===== src/rtl/alu_pkg.sv =====
// alu_pkg: ALU opcode encodings, unit selects and the
// result-entry layout shared by the result collector.
package alu_pkg;

  localparam int ALU_W = 16;

  typedef enum logic [3:0] {
    FUN_ADD     = 4'b0000,
    FUN_SUB     = 4'b0001,
    FUN_MUL     = 4'b0010,
    FUN_DIV     = 4'b0011,
    FUN_AND     = 4'b0100,
    FUN_OR      = 4'b0101,
    FUN_NAND    = 4'b0110,
    FUN_NOR     = 4'b0111,
    FUN_CMP_NOP = 4'b1000,
    FUN_CMP_GT  = 4'b1001,
    FUN_CMP_LT  = 4'b1010,
    FUN_CMP_EQ  = 4'b1011,
    FUN_LSL     = 4'b1100,
    FUN_LSR     = 4'b1101,
    FUN_ASL     = 4'b1110,
    FUN_ASR     = 4'b1111
  } alu_fun_e;

  localparam logic [1:0] UNIT_ARITH = 2'b00;
  localparam logic [1:0] UNIT_LOGIC = 2'b01;
  localparam logic [1:0] UNIT_CMP   = 2'b10;
  localparam logic [1:0] UNIT_SHIFT = 2'b11;

  typedef struct packed {
    logic [3:0]              fun;
    logic                    flag;
    logic signed [ALU_W-1:0] data;
  } res_entry_t;

  function automatic logic [1:0] unit_of(
    input logic [3:0] fun
  );
    return fun[3:2];
  endfunction

endpackage


===== src/rtl/alu_result_collector_if.sv =====
// Result stream of the collector: valid/ready handshake
// carrying {data, fun, flag}; master = collector side.
interface alu_result_collector_if #(
  parameter int WIDTH = 16
);
  logic                    res_valid;
  logic                    res_ready;
  logic signed [WIDTH-1:0] res_data;
  logic [3:0]              res_fun;
  logic                    res_flag;

  modport master (
    output res_valid, res_data, res_fun, res_flag,
    input  res_ready
  );

  modport slave (
    input  res_valid, res_data, res_fun, res_flag,
    output res_ready
  );
endinterface


===== src/rtl/alu_result_fifo.sv =====
// alu_result_fifo: sync circular FIFO, pointers with wrap bit.
// Ports: push/din in, pop/dout/valid out, count = occupancy.
module alu_result_fifo #(
  parameter  int W     = 8,
  parameter  int DEPTH = 4,
  localparam int AW    = $clog2(DEPTH),
  localparam int CW    = AW + 1
) (
  input  logic          clk,
  input  logic          rst,
  input  logic          push,
  input  logic [W-1:0]  din,
  input  logic          pop,
  output logic [W-1:0]  dout,
  output logic          valid,
  output logic [CW-1:0] count
);

  logic [W-1:0]  mem [DEPTH];
  logic [CW-1:0] wr_ptr;
  logic [CW-1:0] rd_ptr;
  logic          full;
  logic          do_push;
  logic          do_pop;

  assign count = wr_ptr - rd_ptr;
  assign valid = wr_ptr != rd_ptr;
  assign full  = (wr_ptr[AW] != rd_ptr[AW]) &&
                 (wr_ptr[AW-1:0] == rd_ptr[AW-1:0]);

  // A pop in the same cycle frees the slot the push takes.
  assign do_pop  = pop && valid;
  assign do_push = push && (!full || do_pop);
  assign dout    = mem[rd_ptr[AW-1:0]];

  always_ff @(posedge clk or negedge rst) begin
    if (!rst) begin
      wr_ptr <= '0;
      rd_ptr <= '0;
      for (int i = 0; i < DEPTH; i++) begin
        mem[i] <= '0;
      end
    end else begin
      if (do_push) begin
        mem[wr_ptr[AW-1:0]] <= din;
        wr_ptr              <= wr_ptr + 1'b1;
      end
      if (do_pop) begin
        rd_ptr <= rd_ptr + 1'b1;
      end
    end
  end

  a_no_overflow: assert property (
    @(posedge clk) disable iff (!rst)
    !(push && full && !do_pop)
  );

endmodule


===== src/rtl/alu_result_collector.sv =====
// alu_result_collector: tags ALU issues, captures unit output
// ALU_LAT cycles later into a credit-protected result FIFO.
module alu_result_collector
  import alu_pkg::*;
#(
  parameter  int WIDTH   = 16,
  parameter  int DEPTH   = 4,
  parameter  int ALU_LAT = 1,
  localparam int CW      = $clog2(DEPTH) + 1
) (
  input  logic                    clk,
  input  logic                    rst,
  input  logic                    issue_valid,
  input  logic [3:0]              issue_fun,
  output logic                    issue_ready,
  input  logic signed [WIDTH-1:0] Arith_Out,
  input  logic signed [WIDTH-1:0] Logic_Out,
  input  logic signed [WIDTH-1:0] CMP_Out,
  input  logic signed [WIDTH-1:0] Shift_Out,
  input  logic                    Arith_Flag,
  input  logic                    Logic_Flag,
  input  logic                    CMP_Flag,
  input  logic                    Shift_Flag,
  alu_result_collector_if.master  res,
  output logic [CW-1:0]           res_count,
  output logic                    unit_err
);

  logic [ALU_LAT-1:0]      tag_v;
  logic [3:0]              tag_f [ALU_LAT];
  logic                    issue;
  logic                    cap_v;
  logic [3:0]              cap_f;
  logic                    sel_flag;
  logic signed [WIDTH-1:0] sel_data;
  logic                    pop;
  res_entry_t              push_e;
  res_entry_t              head_e;
  int                      inflight;

  assign issue = issue_valid && issue_ready;
  assign cap_v = tag_v[ALU_LAT-1];
  assign cap_f = tag_f[ALU_LAT-1];

  always_comb begin
    inflight = 0;
    for (int i = 0; i < ALU_LAT; i++) begin
      inflight += tag_v[i] ? 1 : 0;
    end
  end

  // Credit covers both stored and in-flight results.
  assign issue_ready =
    (int'(res_count) + inflight) < DEPTH;

  always_comb begin
    sel_data = Arith_Out;
    sel_flag = Arith_Flag;
    unique case (unit_of(cap_f))
      UNIT_ARITH: begin
        sel_data = Arith_Out;
        sel_flag = Arith_Flag;
      end
      UNIT_LOGIC: begin
        sel_data = Logic_Out;
        sel_flag = Logic_Flag;
      end
      UNIT_CMP: begin
        sel_data = CMP_Out;
        sel_flag = CMP_Flag;
      end
      UNIT_SHIFT: begin
        sel_data = Shift_Out;
        sel_flag = Shift_Flag;
      end
    endcase
  end

  always_comb begin
    push_e      = '0;
    push_e.fun  = cap_f;
    push_e.flag = sel_flag;
    push_e.data = sel_data;
  end

  always_ff @(posedge clk or negedge rst) begin
    if (!rst) begin
      tag_v    <= '0;
      unit_err <= 1'b0;
      for (int i = 0; i < ALU_LAT; i++) begin
        tag_f[i] <= '0;
      end
    end else begin
      tag_v[0] <= issue;
      tag_f[0] <= issue ? issue_fun : 4'd0;
      for (int i = 1; i < ALU_LAT; i++) begin
        tag_v[i] <= tag_v[i-1];
        tag_f[i] <= tag_f[i-1];
      end
      if (cap_v && !sel_flag) begin
        unit_err <= 1'b1;
      end
    end
  end

  assign pop = res.res_valid && res.res_ready;

  alu_result_fifo #(
    .W     ($bits(res_entry_t)),
    .DEPTH (DEPTH)
  ) u_fifo (
    .clk   (clk),
    .rst   (rst),
    .push  (cap_v),
    .din   (push_e),
    .pop   (pop),
    .dout  (head_e),
    .valid (res.res_valid),
    .count (res_count)
  );

  assign res.res_data = head_e.data;
  assign res.res_fun  = head_e.fun;
  assign res.res_flag = head_e.flag;

  a_valid_known: assert property (
    @(posedge clk) disable iff (!rst)
    !$isunknown(issue_valid)
  );

  a_fun_known: assert property (
    @(posedge clk) disable iff (!rst)
    issue |-> !$isunknown(issue_fun)
  );

endmodule


===== src/flat_wrapper.sv =====
// flat-port wrapper written by rule: the top's interface ports become plain ports
module alu_result_collector_flat import alu_pkg::*;
#(
  parameter  int WIDTH   = 16,
  parameter  int DEPTH   = 4,
  parameter  int ALU_LAT = 1,
  localparam int CW      = $clog2(DEPTH) + 1
)
  (clk, rst, issue_valid, issue_fun, issue_ready, Arith_Out, Logic_Out, CMP_Out, Shift_Out, Arith_Flag, Logic_Flag, CMP_Flag, Shift_Flag, res_count, unit_err, res_res_valid, res_res_data, res_res_fun, res_res_flag, res_res_ready);
  alu_result_collector_if #(.WIDTH(WIDTH)) res_i ();
  input  logic clk;
  input  logic rst;
  input  logic issue_valid;
  input  logic [3:0] issue_fun;
  output logic issue_ready;
  input  logic signed [WIDTH-1:0] Arith_Out;
  input  logic signed [WIDTH-1:0] Logic_Out;
  input  logic signed [WIDTH-1:0] CMP_Out;
  input  logic signed [WIDTH-1:0] Shift_Out;
  input  logic Arith_Flag;
  input  logic Logic_Flag;
  input  logic CMP_Flag;
  input  logic Shift_Flag;
  output logic [CW-1:0] res_count;
  output logic unit_err;
  output wire logic [$bits(res_i.res_valid)-1:0] res_res_valid;
  output wire logic [$bits(res_i.res_data)-1:0] res_res_data;
  output wire logic [$bits(res_i.res_fun)-1:0] res_res_fun;
  output wire logic [$bits(res_i.res_flag)-1:0] res_res_flag;
  input wire logic [$bits(res_i.res_ready)-1:0] res_res_ready;
  assign res_res_valid = res_i.res_valid;
  assign res_res_data = res_i.res_data;
  assign res_res_fun = res_i.res_fun;
  assign res_res_flag = res_i.res_flag;
  assign res_i.res_ready = res_res_ready;
  alu_result_collector #(.WIDTH(WIDTH), .DEPTH(DEPTH), .ALU_LAT(ALU_LAT)) u_core (.clk(clk), .rst(rst), .issue_valid(issue_valid), .issue_fun(issue_fun), .issue_ready(issue_ready), .Arith_Out(Arith_Out), .Logic_Out(Logic_Out), .CMP_Out(CMP_Out), .Shift_Out(Shift_Out), .Arith_Flag(Arith_Flag), .Logic_Flag(Logic_Flag), .CMP_Flag(CMP_Flag), .Shift_Flag(Shift_Flag), .res(res_i), .res_count(res_count), .unit_err(unit_err));
endmodule

===== config.mk =====
export PLATFORM = sky130hd
export DESIGN_NAME = alu_result_collector_flat
export DESIGN_NICKNAME = d
export VERILOG_FILES = /design/src/rtl/alu_pkg.sv /design/src/rtl/alu_result_collector_if.sv /design/src/rtl/alu_result_fifo.sv /design/src/rtl/alu_result_collector.sv /design/src/flat_wrapper.sv
export SDC_FILE = /design/constraint.sdc
export NUM_CORES = 1
export LEC_CHECK = 0
export BUFFER_PORTS_ARGS = -buffer_cell sky130_fd_sc_hd__buf_2
export CAP_MARGIN = 20
export CORE_ASPECT_RATIO = 0.7
export CORE_MARGIN = 1.5
export CORE_UTILIZATION = 23
export DETAILED_ROUTE_END_ITERATION = 8
export PLACE_DENSITY = 0.52
export SLEW_MARGIN = 0
export SYNTH_ARGS = -nofsm -noshare
export SYNTH_HDL_FRONTEND = slang
export SYNTH_SLANG_ARGS = --single-unit

===== constraint.sdc =====
create_clock -name clk -period 5.79 [get_ports clk]
set_input_delay 0 -clock clk [delete_from_list [all_inputs] [get_ports clk]]
set_output_delay 0 -clock clk [all_outputs]
set_load 0.1 [all_outputs]

## Word level (Yosys, flattened, before mapping)

Index checks and enable logic that the tools add are counted.

- Output and inout port bits: 27
- Word-level logic and storage cells: 46
- Flip-flop bits (word level): 96

- Reduce and logical (&&, ||, !) cells: 11
- Add/sub/neg operators: 4
- Muxes and demuxes: 10
- Equality and inequality tests: 6
- Order comparisons: 4
- Bitwise logic cells: 2

Operators by type and width:

| kind | number |
|---|---|
| $bwmux W84 | 1 |
| $pmux W16 S4 | 1 |
| $mux W21 | 3 |
| $bmux W21 S2 | 1 |
| $demux W21 S2 | 1 |
| $add A4 B32 Y32 | 1 |
| $lt A32 B4 Y1 const B | 1 |
| $logic_and A1 B1 Y1 | 7 |
| $add A3 B1 Y3 const B | 2 |
| $ge A3 B3 Y1 const B | 2 |
| $not A2 Y3 | 2 |
| $eq A2 B2 Y1 const B | 2 |
| $mux W4 | 1 |
| $pmux W1 S4 | 1 |
| $lt A3 B1 Y1 const B | 1 |
| $ne A3 B3 Y1 | 1 |
| $sub A3 B3 Y3 | 1 |
| $eq A2 B1 Y1 const B | 1 |
| $eq A2 B2 Y1 | 1 |
| $logic_not A1 Y1 | 2 |
| $logic_not A2 Y1 | 1 |
| $logic_or A1 B1 Y1 | 1 |
| $mux W1 | 1 |
| $ne A1 B1 Y1 | 1 |

## Logic depth before layout (Yosys ltp)

Gate-level depths: netlist (run 1).

- Depth in word-level cells: 6
- Mapped depth: 7
- Mapped depth without buffers: 6

## Hierarchy

Synthesis (run 1) repeated with hierarchy kept, for this count alone.

- Cells, all modules: 282
- Area, all modules: 4754.6 µm²

Modules (own cells, without submodules):

| module | area an instance (µm²) | cells each | instances | sequential area each (µm²) |
|---|---|---|---|---|
| alu_result_fifo | 4072.7 | 243 | 1 | 2252.2 |
| alu_result_collector | 681.9 | 39 | 1 | 150.1 |

## Worst setup path after synthesis (run 1)

No wires, ideal clock.

- Path kind: reg-to-reg
- Start point: register u_core.u_fifo.wr_ptr[0]
- End point: register u_core.tag_f (netlist bit u_core.cap_f[0])
- Cell stages (with the launch flop): 7
- Arrival time: 3.772 ns
- Clock period less this slack: 3.847 ns
- Path buffers: 0
- Setup slack: 1.943 ns
- Cells stage by stage: dfrtp_1 -> inv_1 -> ha_1 -> fa_1 -> xor3_1 -> a31oi_1 -> and3_1

- Cells in the longest elaborated chain, start to end: 5

RTL lines:

| what | RTL line | text |
|---|---|---|
| start: declaration | alu_result_fifo.sv:20 | `logic [CW-1:0] wr_ptr;` |
| start signal: assignment | alu_result_fifo.sv:46 | `wr_ptr <= wr_ptr + 1'b1;` |
| $sub A3 B3 Y3 | alu_result_fifo.sv:26 | `assign count = wr_ptr - rd_ptr;` |
| via res_count[2] | flat_wrapper.sv:24 | `output logic [CW-1:0] res_count;` |
| $add A4 B32 Y32 | alu_result_collector.sv:54 | `(int'(res_count) + inflight) < DEPTH;` |
| $lt A32 B4 Y1 | alu_result_collector.sv:54 |  |
| via issue_ready | flat_wrapper.sv:15 | `output logic issue_ready;` |
| $logic_and A1 B1 Y1 | alu_result_collector.sv:41 | `assign issue = issue_valid && issue_ready;` |
| $mux W4 | alu_result_collector.sv:95 | `tag_f[0] <= issue ? issue_fun : 4'd0;` |
| end signal: indexed assignment | alu_result_collector.sv:98 | `tag_f[i] <= tag_f[i-1];` |
| end: declaration | alu_result_collector.sv:30 | `logic [3:0] tag_f [ALU_LAT];` |

The timed path passes the listed nets, and every way through them passes these cells.
A chain may end at the register's enable or synchronous reset.

## Worst setup path after layout (run 1)

- Start point: register u_core.u_fifo.rd_ptr[0]
- End point: register u_core.u_fifo.mem[10] in the netlist's numbering

- Cells in the longest elaborated chain, start to end: 5

RTL lines:

| what | RTL line | text |
|---|---|---|
| start: declaration | alu_result_fifo.sv:21 | `logic [CW-1:0] rd_ptr;` |
| start signal: assignment | alu_result_fifo.sv:49 | `rd_ptr <= rd_ptr + 1'b1;` |
| $ne A3 B3 Y1 / $eq A2 B2 Y1 (equally long branches) | alu_result_fifo.sv:27, alu_result_fifo.sv:29 |  |
| $logic_and A1 B1 Y1 (on tied branches) | alu_result_collector.sv:106, alu_result_fifo.sv:28 |  |
| $logic_and A1 B1 Y1 / $logic_not A1 Y1 (equally long branches) | alu_result_fifo.sv:32, alu_result_fifo.sv:33 |  |
| $logic_or A1 B1 Y1 (*) | alu_result_fifo.sv:33 | `assign do_push = push && (!full \|\| do_pop);` |
| $logic_and A1 B1 Y1 (*) | alu_result_fifo.sv:33 |  |
| end signal: indexed assignment | alu_result_fifo.sv:45 | `mem[wr_ptr[AW-1:0]] <= din;` |
| end: declaration | alu_result_fifo.sv:19 | `logic [W-1:0] mem [DEPTH];` |

Every way passes the cells marked *; elsewhere a longest branch is shown, timed or not.

==> results.py, run 1 <==
metrics = {
    "status": {
        "outcome": "completed",
    },
    "worst_setup_path": {
        "critical-path-top-delay-family": "flip-flops",
        "critPathSlowestCell": "sky130_fd_sc_hd__dfrtp_2",
        "cp.arrival_ns": 3.19,
        "r2r.worst_path.cells": 4,
        "reg2reg_setup_slack_ns": 2.83,
        "worst_setup_path_start_kind": "flop",
        "timing.critical_path.to_type": "flop",
        "worst-path-max-fanout": 24,
        "critical_path_class": "reg2reg",
        "critPathBufInv": 0,
        "worst-endpoint-required_ns": 6.01,
        "critical_path.cell_chain": "ha_1, and3b_1, a21oi_4, mux2_2",
        "critPathLaunch": "u_core.u_fifo.rd_ptr[0]",
        "worstReg2RegEnd": "u_core.u_fifo.mem[10]",
        "worst_r2r_startpoint": "u_core.u_fifo.rd_ptr[0]",
        "worst_path_largest_cell_delay_ns": 0.89,
    },
    "synth": {
        "postSynthRegisterBits": 96,
        "post_syn_area_mm2": 0.00463,
        "postSynthCellCount": 277,
        "syn-mean-instance-area_um2": 16.7,
        "dominantRegCellSynth": "sky130_fd_sc_hd__dfrtp_1",
        "syn_warnings": 0,
        "synth-edff-count": 0,
        "yosys.cell_count.top_type": "sky130_fd_sc_hd__dfrtp_1",
        "synth_commonest_cells": "sky130_fd_sc_hd__dfrtp_1, sky130_fd_sc_hd__mux2_2, sky130_fd_sc_hd__mux4_2",
        "post-synth-top-area-cell": "sky130_fd_sc_hd__dfrtp_1",
        "ys_types": 25,
        "yosys-top-cells-area": "sky130_fd_sc_hd__dfrtp_1, sky130_fd_sc_hd__mux2_2, sky130_fd_sc_hd__mux4_2, sky130_fd_sc_hd__ha_1, sky130_fd_sc_hd__buf_2",
        "synth_async_sr_flop_share_pct": 100,
        "synth_largest_type_area_fraction_pct": 51.9,
        "synth_nets": 361,
        "yosysSeqAreaShare_pct": 51.9,
    },
    "floorplanning": {
        "rows": 43,
        "fp.dieArea_mm2": 0.0210,
        "die_x_um": 173,
        "floorplan.initialDensity_pct": 23.4,
        "core_area_mm2": 0.0197,
        "io-pin-count": 103,
        "dieHeight_um": 122,
    },
    "layout": {
        "area.growth.synth_to_final_pct": 26.1,
        "post-route-util_pct": 29.6,
        "filler_cell_count": 2002,
        "instances_no_fill": 658,
        "drive_above_1_share_pct": 64.4,
        "diodes": 0,
        "finish.net_count": 467,
        "regArea_mm2": 0.00240,
        "multi_input_area_mm2": 0.00217,
    },
    "global_routing": {
        "first_global_vias": 3133,
        "grt_overflow_total": 0,
        "number_of_antenna_violations_at_the_first_check_in_global_routing": 0,
        "track_usage_pct": 10.6,
        "grt_start_max_net_pins": 54,
        "first_pass_grt_wire_length_um": 16900,
    },
    "hold_path": {
        "hp-start": "res_res_ready",
        "hold-path-cell-count": 3,
        "class_of_the_tightest_hold_or_removal_check": "in2reg",
        "hold_end": "u_core.u_fifo.rd_ptr[2]",
    },
    "clocking": {
        "tritoncts_clock_tree": "done",
        "cts.clk_slew.worst_paths_ns": 0.06,
        "postCtsHoldBufs": 6,
        "root_buffer": "sky130_fd_sc_hd__clkbuf_16",
        "cts_repair_resize_count": 0,
        "cts.sinks": 96,
        "cts-htree-levels": 3,
        "clock_latency_ns": 0.34,
        "clock_tree.buffer_depth": 2,
        "postCtsSetupBuffers": 0,
        "cts_buffers": 9,
    },
    "sta": {
        "finalWorstPathRequiredPeriod_ns": 2.96,
        "fmax_mhz": 337,
        "period_share_pct": 51.2,
        "worst_slew_margin_rel_pct": 30.0,
        "rsz_0062_raised_after_global_routing": "no",
        "maxSlewViolCount": 0,
        "finalSetupViolations": 0,
        "timing.final.hold_violations": 0,
        "finClkSkew_ns": 0.0107,
        "finalSetupTns_ns": 0,
        "worst-slew-pin-transition_ns": 1.05,
    },
    "placed_design": {
        "hpwl_after_detailed_placement_um": 7040,
        "finalWeightedCongestion": 0.702,
        "port-buffer-count": 102,
        "post-place-cells": 636,
    },
    "drt": {
        "num_vias": 2808,
        "detail_route.vias_per_cell": 4.27,
        "detailroute.wirelength.met2_um": 5130,
        "drt-met1-wl_um": 4870,
        "postRouteAntennaNets": 0,
        "routed_wire_length_per_instance_um": 15.8,
        "totalWireLength_um": 10400,
        "drt-pass1-iter-count": 4,
        "top_layer_used": "met4",
        "drt_drc_violations_left": 0,
        "dr.first_iter.drc_count": 93,
        "met3WireLength_um": 249,
    },
    "flow_run": {
        "timing.max_cap.violations": 0,
    },
}
==> worst max path at each step <==
stage / endpoint / slack [ns] / depth (start not counted)
after floorplan: u_core.cap_f[0] / 1.94 / 6
after global placement: u_core.u_fifo.mem[10] / 2.72 / 4
after detailed placement: u_core.u_fifo.mem[10] / 2.71 / 4
after CTS: u_core.u_fifo.mem[10] / 2.70 / 4
after global routing: u_core.u_fifo.mem[10] / 2.58 / 4
final: u_core.u_fifo.mem[10] / 2.83 / 4
==> cell usage in the layout (no fill, tap or decap) <==
cell | synthesis | routed
sky130_fd_sc_hd__or2_2 | 1 | 1
sky130_fd_sc_hd__nand2_1 | 5 | 5
sky130_fd_sc_hd__a21o_1 | 1 | 1
sky130_fd_sc_hd__fa_1 | 1 | 1
sky130_fd_sc_hd__dfrtp_1 | 96 | 95
sky130_fd_sc_hd__inv_6 | 0 | 1
sky130_fd_sc_hd__buf_2 | 12 | 101
sky130_fd_sc_hd__and3b_1 | 1 | 1
sky130_fd_sc_hd__xor2_2 | 1 | 1
sky130_fd_sc_hd__and3_1 | 4 | 4
sky130_fd_sc_hd__bufinv_16 | 0 | 1
sky130_fd_sc_hd__dlygate4sd3_1 | 0 | 6
sky130_fd_sc_hd__clkbuf_16 | 0 | 9
sky130_fd_sc_hd__inv_1 | 6 | 6
sky130_fd_sc_hd__xor3_1 | 1 | 1
sky130_fd_sc_hd__o211ai_1 | 1 | 1
sky130_fd_sc_hd__clkbuf_1 | 4 | 1
sky130_fd_sc_hd__and2_1 | 1 | 1
sky130_fd_sc_hd__buf_4 | 0 | 4
sky130_fd_sc_hd__xnor2_1 | 3 | 3
sky130_fd_sc_hd__mux2_2 | 85 | 85
sky130_fd_sc_hd__o21ai_0 | 1 | 1
sky130_fd_sc_hd__ha_1 | 7 | 7
sky130_fd_sc_hd__mux2_1 | 1 | 1
sky130_fd_sc_hd__inv_8 | 0 | 1
sky130_fd_sc_hd__a21oi_4 | 0 | 4
sky130_fd_sc_hd__dfrtp_2 | 0 | 1
sky130_fd_sc_hd__o21bai_1 | 1 | 1
sky130_fd_sc_hd__mux4_2 | 38 | 38
sky130_fd_sc_hd__clkinv_4 | 0 | 3
sky130_fd_sc_hd__a31oi_1 | 1 | 1
sky130_fd_sc_hd__xor2_1 | 1 | 1
==> cells by family (layout without fill, tap and decap cells) <==
logic type / after synthesis / in the layout / synth area share (%)
xor gates and xnor gates: 6 / 6 / 1.62
and+or+nand+nor: 12 / 12 / 1.41
buffers and inverters: 22 / 133 / 2.11
DFF: 96 / 96 / 51.9
muxes: 124 / 124 / 39.4
AOI/OAI and AO/OA: 9 / 9 / 1.24
adders and majority gates: 8 / 8 / 2.32
==> cell type report <==
type	count	share of cell area [%]
Clock buffer	10	3.92
Clock inverter	6	1.31
Inverter	6	0.386
Multi-Input combinational cell	159	37.2
Sequential cell	96	41.2
Tap cell	270	5.79
Timing Repair Buffer	111	10.2
==> state kept, by name, indices dropped and copies added (netlist names) <==
register	cells
u_core.u_fifo.wr_ptr	3
u_core.u_fifo.mem	84
u_core.cap_v	1
u_core.u_fifo.rd_ptr	3
u_core.unit_err	1
u_core.cap_f	4
==> routing by layer <==
layer,vias up,global-route usage [%]
met5,-,0
met4,0,3.34
met3,9,2.25
met2,39,17.9
met1,1505,13.6
li1,1255,-
==> per-stage QoR <==
| stage | setup WS (ns) | instance area, um2 | hold slack [ns] |
|---|---|---|---|
| floorplan | 1.94 | 4630 | -0.296 |
| detailed placement | 2.71 | 5470 | 0.0521 |
| finish | 2.83 | 5840 | 0.0175 |
| global route | 2.58 | 5840 | 0.0191 |
| CTS | 2.70 | 5840 | 0.0105 |
| global placement | 2.72 | 5470 | 0.0384 |
==> tightest hold or removal path: cells and delay by family <==
| family | cells | cell delay, ns |
|---|---|---|
| AO/OA/AOI/OAI | 1 | 0.11 |
| buffers and inverters | 1 | 0.12 |
| XOR/XNOR | 1 | 0.08 |
Power of run 1 is not shown: default switching activity piles up to over one toggle a cycle in this logic, so the estimate is an artifact.
==> inputs of run 2 (changes only) <==
--- a/config.mk
+++ b/config.mk
@@ -11,7 +11,7 @@
 export CORE_MARGIN = 1.5
 export CORE_UTILIZATION = 23
 export DETAILED_ROUTE_END_ITERATION = 8
-export PLACE_DENSITY = 0.52
+export PLACE_DENSITY = 0.54
 export SLEW_MARGIN = 0
 export SYNTH_ARGS = -nofsm -noshare
 export SYNTH_HDL_FRONTEND = slang
==> constraint.sdc (replaced) <==
create_clock -name clk -period 2.7 [get_ports clk]
set_input_delay 0 -clock clk [delete_from_list [all_inputs] [get_ports clk]]
set_output_delay 0 -clock clk [all_outputs]
set_load 0.1 [all_outputs]
==> run 2 against run 1 <==
Clock skew barely moved. Sequential share of layout area fell by 1.3 points. Critical path depth rose by 3. Final cell count rose by 2.3%. Critical path type unchanged. Highest routed layer unchanged.
==> results.py, run 2 (synthesized netlist as in run 1, its figures left out) <==
metrics = {
    "status": {
        "outcome": "completed",
    },
    "placed_design": {
        "finalWeightedCongestion": 0.735,
        "port-buffer-count": 102,
        "dpl_cell_area_mm2": 0.00561,
        "hpwl_after_detailed_placement_um": 7710,
    },
    "clocking": {
        "cts-htree-levels": 3,
        "tritoncts_clock_tree": "done",
        "root_buffer": "sky130_fd_sc_hd__clkbuf_16",
        "clock_tree.buffer_depth": 2,
        "cts.clk_slew.worst_paths_ns": 0.06,
        "clock_latency_ns": 0.35,
        "cts.sinks": 96,
        "cts_buffers": 9,
    },
    "sta": {
        "finalSetupTns_ns": 0,
        "finalSetupViolations": 0,
        "final.hold.worst_slack_ns": 0.110,
        "period_share_pct": 90.9,
        "worst_slew_margin_rel_pct": 53.7,
        "maxSlewViolCount": 0,
        "rsz_0062_raised_after_global_routing": "no",
        "worst-slew-pin-transition_ns": 0.695,
        "finalWorstPathRequiredPeriod_ns": 2.45,
        "fmax_mhz": 407,
        "timing.final.hold_violations": 0,
        "finClkSkew_ns": 0.0104,
    },
    "layout": {
        "multi_input_area_mm2": 0.00219,
        "filler_cell_count": 1983,
        "fin_area_mm2": 0.00603,
        "regMostFlops": "u_core.u_fifo.mem",
        "regArea_mm2": 0.00240,
        "finish.net_count": 482,
        "drive_above_1_share_pct": 65.5,
        "diodes": 0,
        "largest_register_ff_count": 84,
        "area.growth.synth_to_final_pct": 30.2,
        "layout_commonest_cell": "sky130_fd_sc_hd__buf_2",
        "layout.cells.most_common_list": "sky130_fd_sc_hd__buf_2, sky130_fd_sc_hd__dfrtp_1, sky130_fd_sc_hd__mux2_2, sky130_fd_sc_hd__mux4_2, sky130_fd_sc_hd__buf_4",
        "post-route-util_pct": 30.5,
    },
    "drt": {
        "totalWireLength_um": 10600,
        "postRouteAntennaNets": 0,
        "num_vias": 2863,
        "drt_drc_violations_left": 0,
        "routed_wire_length_per_instance_um": 15.8,
        "dr.first_iter.drc_count": 111,
        "detail_route.vias_per_cell": 4.25,
        "drt-pass1-iter-count": 4,
    },
    "floorplanning": {
        "core_area_mm2": 0.0197,
        "fp.dieArea_mm2": 0.0210,
        "rows": 43,
        "floorplan.initialDensity_pct": 23.4,
        "die_x_um": 173,
        "io-pin-count": 103,
        "dieHeight_um": 122,
    },
    "worst_setup_path": {
        "worst-path-max-fanout": 6,
        "reg2reg_setup_slack_ns": 0.25,
        "timing.critical_path.to_type": "flop",
        "worstReg2RegEnd": "u_core.cap_f[2]",
        "worst-endpoint-required_ns": 2.99,
        "critPathSlowestCell": "sky130_fd_sc_hd__dlygate4sd3_1",
        "critical_path.cell_chain": "inv_1, ha_1, fa_1, xor3_2, a31oi_4, and3_1, dlygate4sd3_1",
        "r2r.worst_path.cells": 7,
        "worst_setup_path_start_kind": "flop",
        "cp.arrival_ns": 2.74,
        "worst_r2r_startpoint": "u_core.u_fifo.wr_ptr[0]",
        "worst_path_largest_cell_delay_ns": 0.54,
        "critical_path_class": "reg2reg",
    },
    "flow_run": {
        "timing.max_cap.violations": 0,
    },
    "hold_path": {
        "hold_end": "u_core.unit_err",
        "hp-start": "CMP_Flag",
        "hold-path-cell-count": 3,
        "class_of_the_tightest_hold_or_removal_check": "in2reg",
    },
    "global_routing": {
        "first_pass_grt_wire_length_um": 17200,
        "number_of_antenna_violations_at_the_first_check_in_global_routing": 0,
        "first_global_vias": 3133,
        "grt_start_max_net_pins": 52,
        "grt_overflow_total": 0,
        "track_usage_pct": 10.8,
    },
}
-- run 2: cell count changes in the layout (fill, tap and decap cells not counted), sizes merged --
cell / change
clkinvlp: +1
dlygate4sd3: +4
buf: +11
clkinv: -1
-- run 2: layer usage --
| layer | up-vias | wire length [um] | track usage (%) |
|---|---|---|---|
| li1 | 1287 | - | - |
| met1 | 1516 | 4780 | 13.6 |
| met2 | 53 | 5280 | 18.2 |
| met3 | 7 | 423 | 3.50 |
| met4 | 0 | 121 | 2.80 |
| met5 | - | 0 | 0 |
-- run 2: through the flow --
stage / worst slack (ns) / std cells
2_1_floorplan: 0.0232 / 277
3_3_place_gp: 0.652 / 647
3_5_place_dp: 0.569 / 647
4_1_cts: 0.221 / 673
5_1_grt: 0.126 / 673
6_report: 0.246 / 673
-- run 2: how the worst max path moves through the flow --
stage,startpoint,endpoint,depth (start not counted)
2_1_floorplan,u_core.u_fifo.wr_ptr[0],u_core.cap_f[0],6
3_3_place_gp,u_core.u_fifo.wr_ptr[0],u_core.u_fifo.mem[35],6
3_5_place_dp,u_core.u_fifo.wr_ptr[0],u_core.u_fifo.mem[45],6
4_1_cts,u_core.u_fifo.wr_ptr[0],u_core.cap_f[3],7
5_1_grt,u_core.u_fifo.wr_ptr[0],u_core.cap_f[2],7
6_report,u_core.u_fifo.wr_ptr[0],u_core.cap_f[2],7
-- run 2: worst max-delay path, delay by kind of cell, from the launching register on --
family                   cells  cell delay, ns
buffers and inverters        2            0.65
adder cells (fa/ha/maj)      2            0.60
AND/OR/NAND/NOR              1            0.20
XOR/XNOR                     1            0.28
flip-flops                   1            0.42
AO/OA/AOI/OAI                1            0.25
-- run 2: area by class of cell --
class / instances / area share (%)
clock buffers: 10 / 3.97
inverters: 6 / 0.374
clock inverters: 6 / 1.25
flip-flops and latches: 96 / 39.9
well taps: 270 / 5.61
multi-input cells: 159 / 36.3
repair buffers: 126 / 12.6
-- run 2: what timing repair did --
item | CTS | global route
hold buffers | 10 | 0
endpoints found under the setup margin | 0 | 0
buffers inserted | 0 | 0
resized for setup | 0 | 0
hold endpoints to repair | 56 | 0
Power of run 2 is left out for the same reason.
==> inputs of run 3 (changes only) <==
--- a/config.mk
+++ b/config.mk
@@ -7,11 +7,13 @@
 export LEC_CHECK = 0
 export BUFFER_PORTS_ARGS = -buffer_cell sky130_fd_sc_hd__buf_2
 export CAP_MARGIN = 20
+export CELL_PAD_IN_SITES_DETAIL_PLACEMENT = 1
+export CELL_PAD_IN_SITES_GLOBAL_PLACEMENT = 2
 export CORE_ASPECT_RATIO = 0.7
 export CORE_MARGIN = 1.5
 export CORE_UTILIZATION = 23
 export DETAILED_ROUTE_END_ITERATION = 8
-export PLACE_DENSITY = 0.54
+export PLACE_DENSITY = 0.66
 export SLEW_MARGIN = 0
 export SYNTH_ARGS = -nofsm -noshare
 export SYNTH_HDL_FRONTEND = slang
==> run 3 against run 2 <==
First-iteration DRC count is 21% lower. Sequential cell count stayed put. Cell area hardly changed. Clock skew is 0.0046 ns lower. Register-to-register slack hardly changed. Global-route usage is 1.4 points higher.
==> results.py, run 3 (synthesized netlist as in run 1, its figures left out) <==
metrics = {
    "global_routing": {
        "first_global_vias": 3367,
        "grt_start_max_net_pins": 56,
        "first_pass_grt_wire_length_um": 19200,
        "grt_overflow_total": 0,
        "track_usage_pct": 12.2,
        "number_of_antenna_violations_at_the_first_check_in_global_routing": 0,
    },
    "floorplanning": {
        "die_x_um": 173,
        "dieHeight_um": 122,
        "core_area_mm2": 0.0197,
        "rows": 43,
        "io-pin-count": 103,
        "fp.dieArea_mm2": 0.0210,
        "floorplan.initialDensity_pct": 23.4,
    },
    "status": {
        "outcome": "completed",
    },
    "placed_design": {
        "port-buffer-count": 102,
        "finalWeightedCongestion": 0.682,
        "hpwl_after_detailed_placement_um": 8430,
    },
    "layout": {
        "diodes": 0,
        "area.growth.synth_to_final_pct": 30.3,
        "drive_above_1_share_pct": 64.7,
        "finish.net_count": 481,
        "layout_commonest_cell": "sky130_fd_sc_hd__buf_2",
        "regMostFlops": "u_core.u_fifo.mem",
        "filler_cell_count": 2116,
        "layout.cells.most_common_list": "sky130_fd_sc_hd__buf_2, sky130_fd_sc_hd__dfrtp_1, sky130_fd_sc_hd__mux2_2, sky130_fd_sc_hd__mux4_2, sky130_fd_sc_hd__dlygate4sd3_1",
        "largest_register_ff_count": 84,
    },
    "worst_setup_path": {
        "worstSetupPathDepth": 7,
        "worst-endpoint-required_ns": 2.99,
        "critical-path-top-delay-family": "buffers and inverters",
        "critical_path.cell_chain": "inv_1, ha_1, fa_1, xor3_2, a31oi_4, and3_1, dlygate4sd3_1",
        "r2r.worst_path.cells": 7,
        "worst-path-max-fanout": 6,
        "cp.arrival_ns": 2.75,
        "critical_path_class": "reg2reg",
        "worst_setup_path_start_kind": "flop",
        "timing.critical_path.to_type": "flop",
        "critPathBufInv": 2,
        "worst_path_largest_cell_delay_ns": 0.55,
        "critPathSlowestCell": "sky130_fd_sc_hd__dlygate4sd3_1",
    },
    "sta": {
        "worst_slew_margin_rel_pct": 49.6,
        "finalSetupTns_ns": 0,
        "finalSetupViolations": 0,
        "fmax_mhz": 406,
        "timing.final.hold_violations": 0,
        "finClkSkew_ns": 0.00578,
        "period_share_pct": 91.3,
        "finalWorstPathRequiredPeriod_ns": 2.46,
        "rsz_0062_raised_after_global_routing": "no",
        "maxSlewViolCount": 0,
        "worst-slew-pin-transition_ns": 0.756,
        "final.hold.worst_slack_ns": 0.122,
    },
    "hold_path": {
        "class_of_the_tightest_hold_or_removal_check": "in2reg",
        "hold-path-cell-count": 3,
    },
    "drt": {
        "detail_route.vias_per_cell": 4.29,
        "postRouteAntennaNets": 0,
        "dr.first_iter.drc_count": 88,
        "num_vias": 2882,
        "routed_wire_length_per_instance_um": 17.6,
        "totalWireLength_um": 11800,
        "drt-pass1-iter-count": 4,
        "drt_drc_violations_left": 0,
    },
    "clocking": {
        "cts-htree-levels": 3,
        "root_buffer": "sky130_fd_sc_hd__clkbuf_16",
        "cts.sinks": 96,
        "cts.clk_slew.worst_paths_ns": 0.07,
        "postCtsHoldBufs": 11,
        "tritoncts_clock_tree": "done",
        "cts_buffers": 9,
        "clock_tree.buffer_depth": 2,
        "postCtsSetupBuffers": 0,
        "clock_latency_ns": 0.35,
        "cts_repair_resize_count": 0,
    },
    "flow_run": {
        "timing.max_cap.violations": 0,
    },
}
-- run 3: area by class of cell --
class / count / area, um2 / area share, %
Clock inverter: 4 / 52.6 / 0.871
Timing Repair Buffer: 125 / 781 / 12.9
Clock buffer: 12 / 246 / 4.09
Multi-Input combinational cell: 159 / 2190 / 36.3
Sequential cell: 96 / 2400 / 39.9
Tap cell: 270 / 338 / 5.60
Inverter: 6 / 22.5 / 0.373
-- run 3: metal layers --
metal / up-vias / wire [um] / track usage (%)
li1: 1281 / - / -
met1: 1546 / 5370 / 15.6
met2: 45 / 5910 / 20.5
met3: 10 / 392 / 3.59
met4: 0 / 136 / 2.96
met5: - / 0 / 0
-- run 3: final timing paths --
kind,from,endpoint,slack (ns)
max,u_core.u_fifo.wr_ptr[0],u_core.cap_f[0],0.24
min,Arith_Flag,u_core.unit_err,0.12
max reg2reg,u_core.u_fifo.wr_ptr[0],u_core.cap_f[0],0.24
min reg2reg,u_core.unit_err,u_core.unit_err,0.48
max in group asynchronous,rst,u_core.u_fifo.mem[41],1.73
min in group asynchronous,rst,u_core.u_fifo.mem[50],0.27
-- run 3: metrics by stage --
| stage | utilization (%) | area (um2) | instances | setup WS, ns |
|---|---|---|---|---|
| after floorplan | - | 4650 | 277 | 0.0232 |
| after global placement | 28.5 | 5620 | 645 | 0.537 |
| after detailed placement | 28.5 | 5620 | 645 | 0.429 |
| after CTS | 30.5 | 6030 | 672 | 0.231 |
| after global routing | 30.5 | 6030 | 672 | 0.101 |
| final | 30.5 | 6030 | 672 | 0.236 |
-- run 3: worst reg2reg max path, cell delays in order (launching register included) --
cell and delay (ns):
sky130_fd_sc_hd__dfrtp_1 0.41, sky130_fd_sc_hd__inv_1 0.11, sky130_fd_sc_hd__ha_1 0.24, sky130_fd_sc_hd__fa_1 0.38, sky130_fd_sc_hd__xor3_2 0.28, sky130_fd_sc_hd__a31oi_4 0.25, sky130_fd_sc_hd__and3_1 0.19, sky130_fd_sc_hd__dlygate4sd3_1 0.55
Power of run 3 is left out for the same reason.
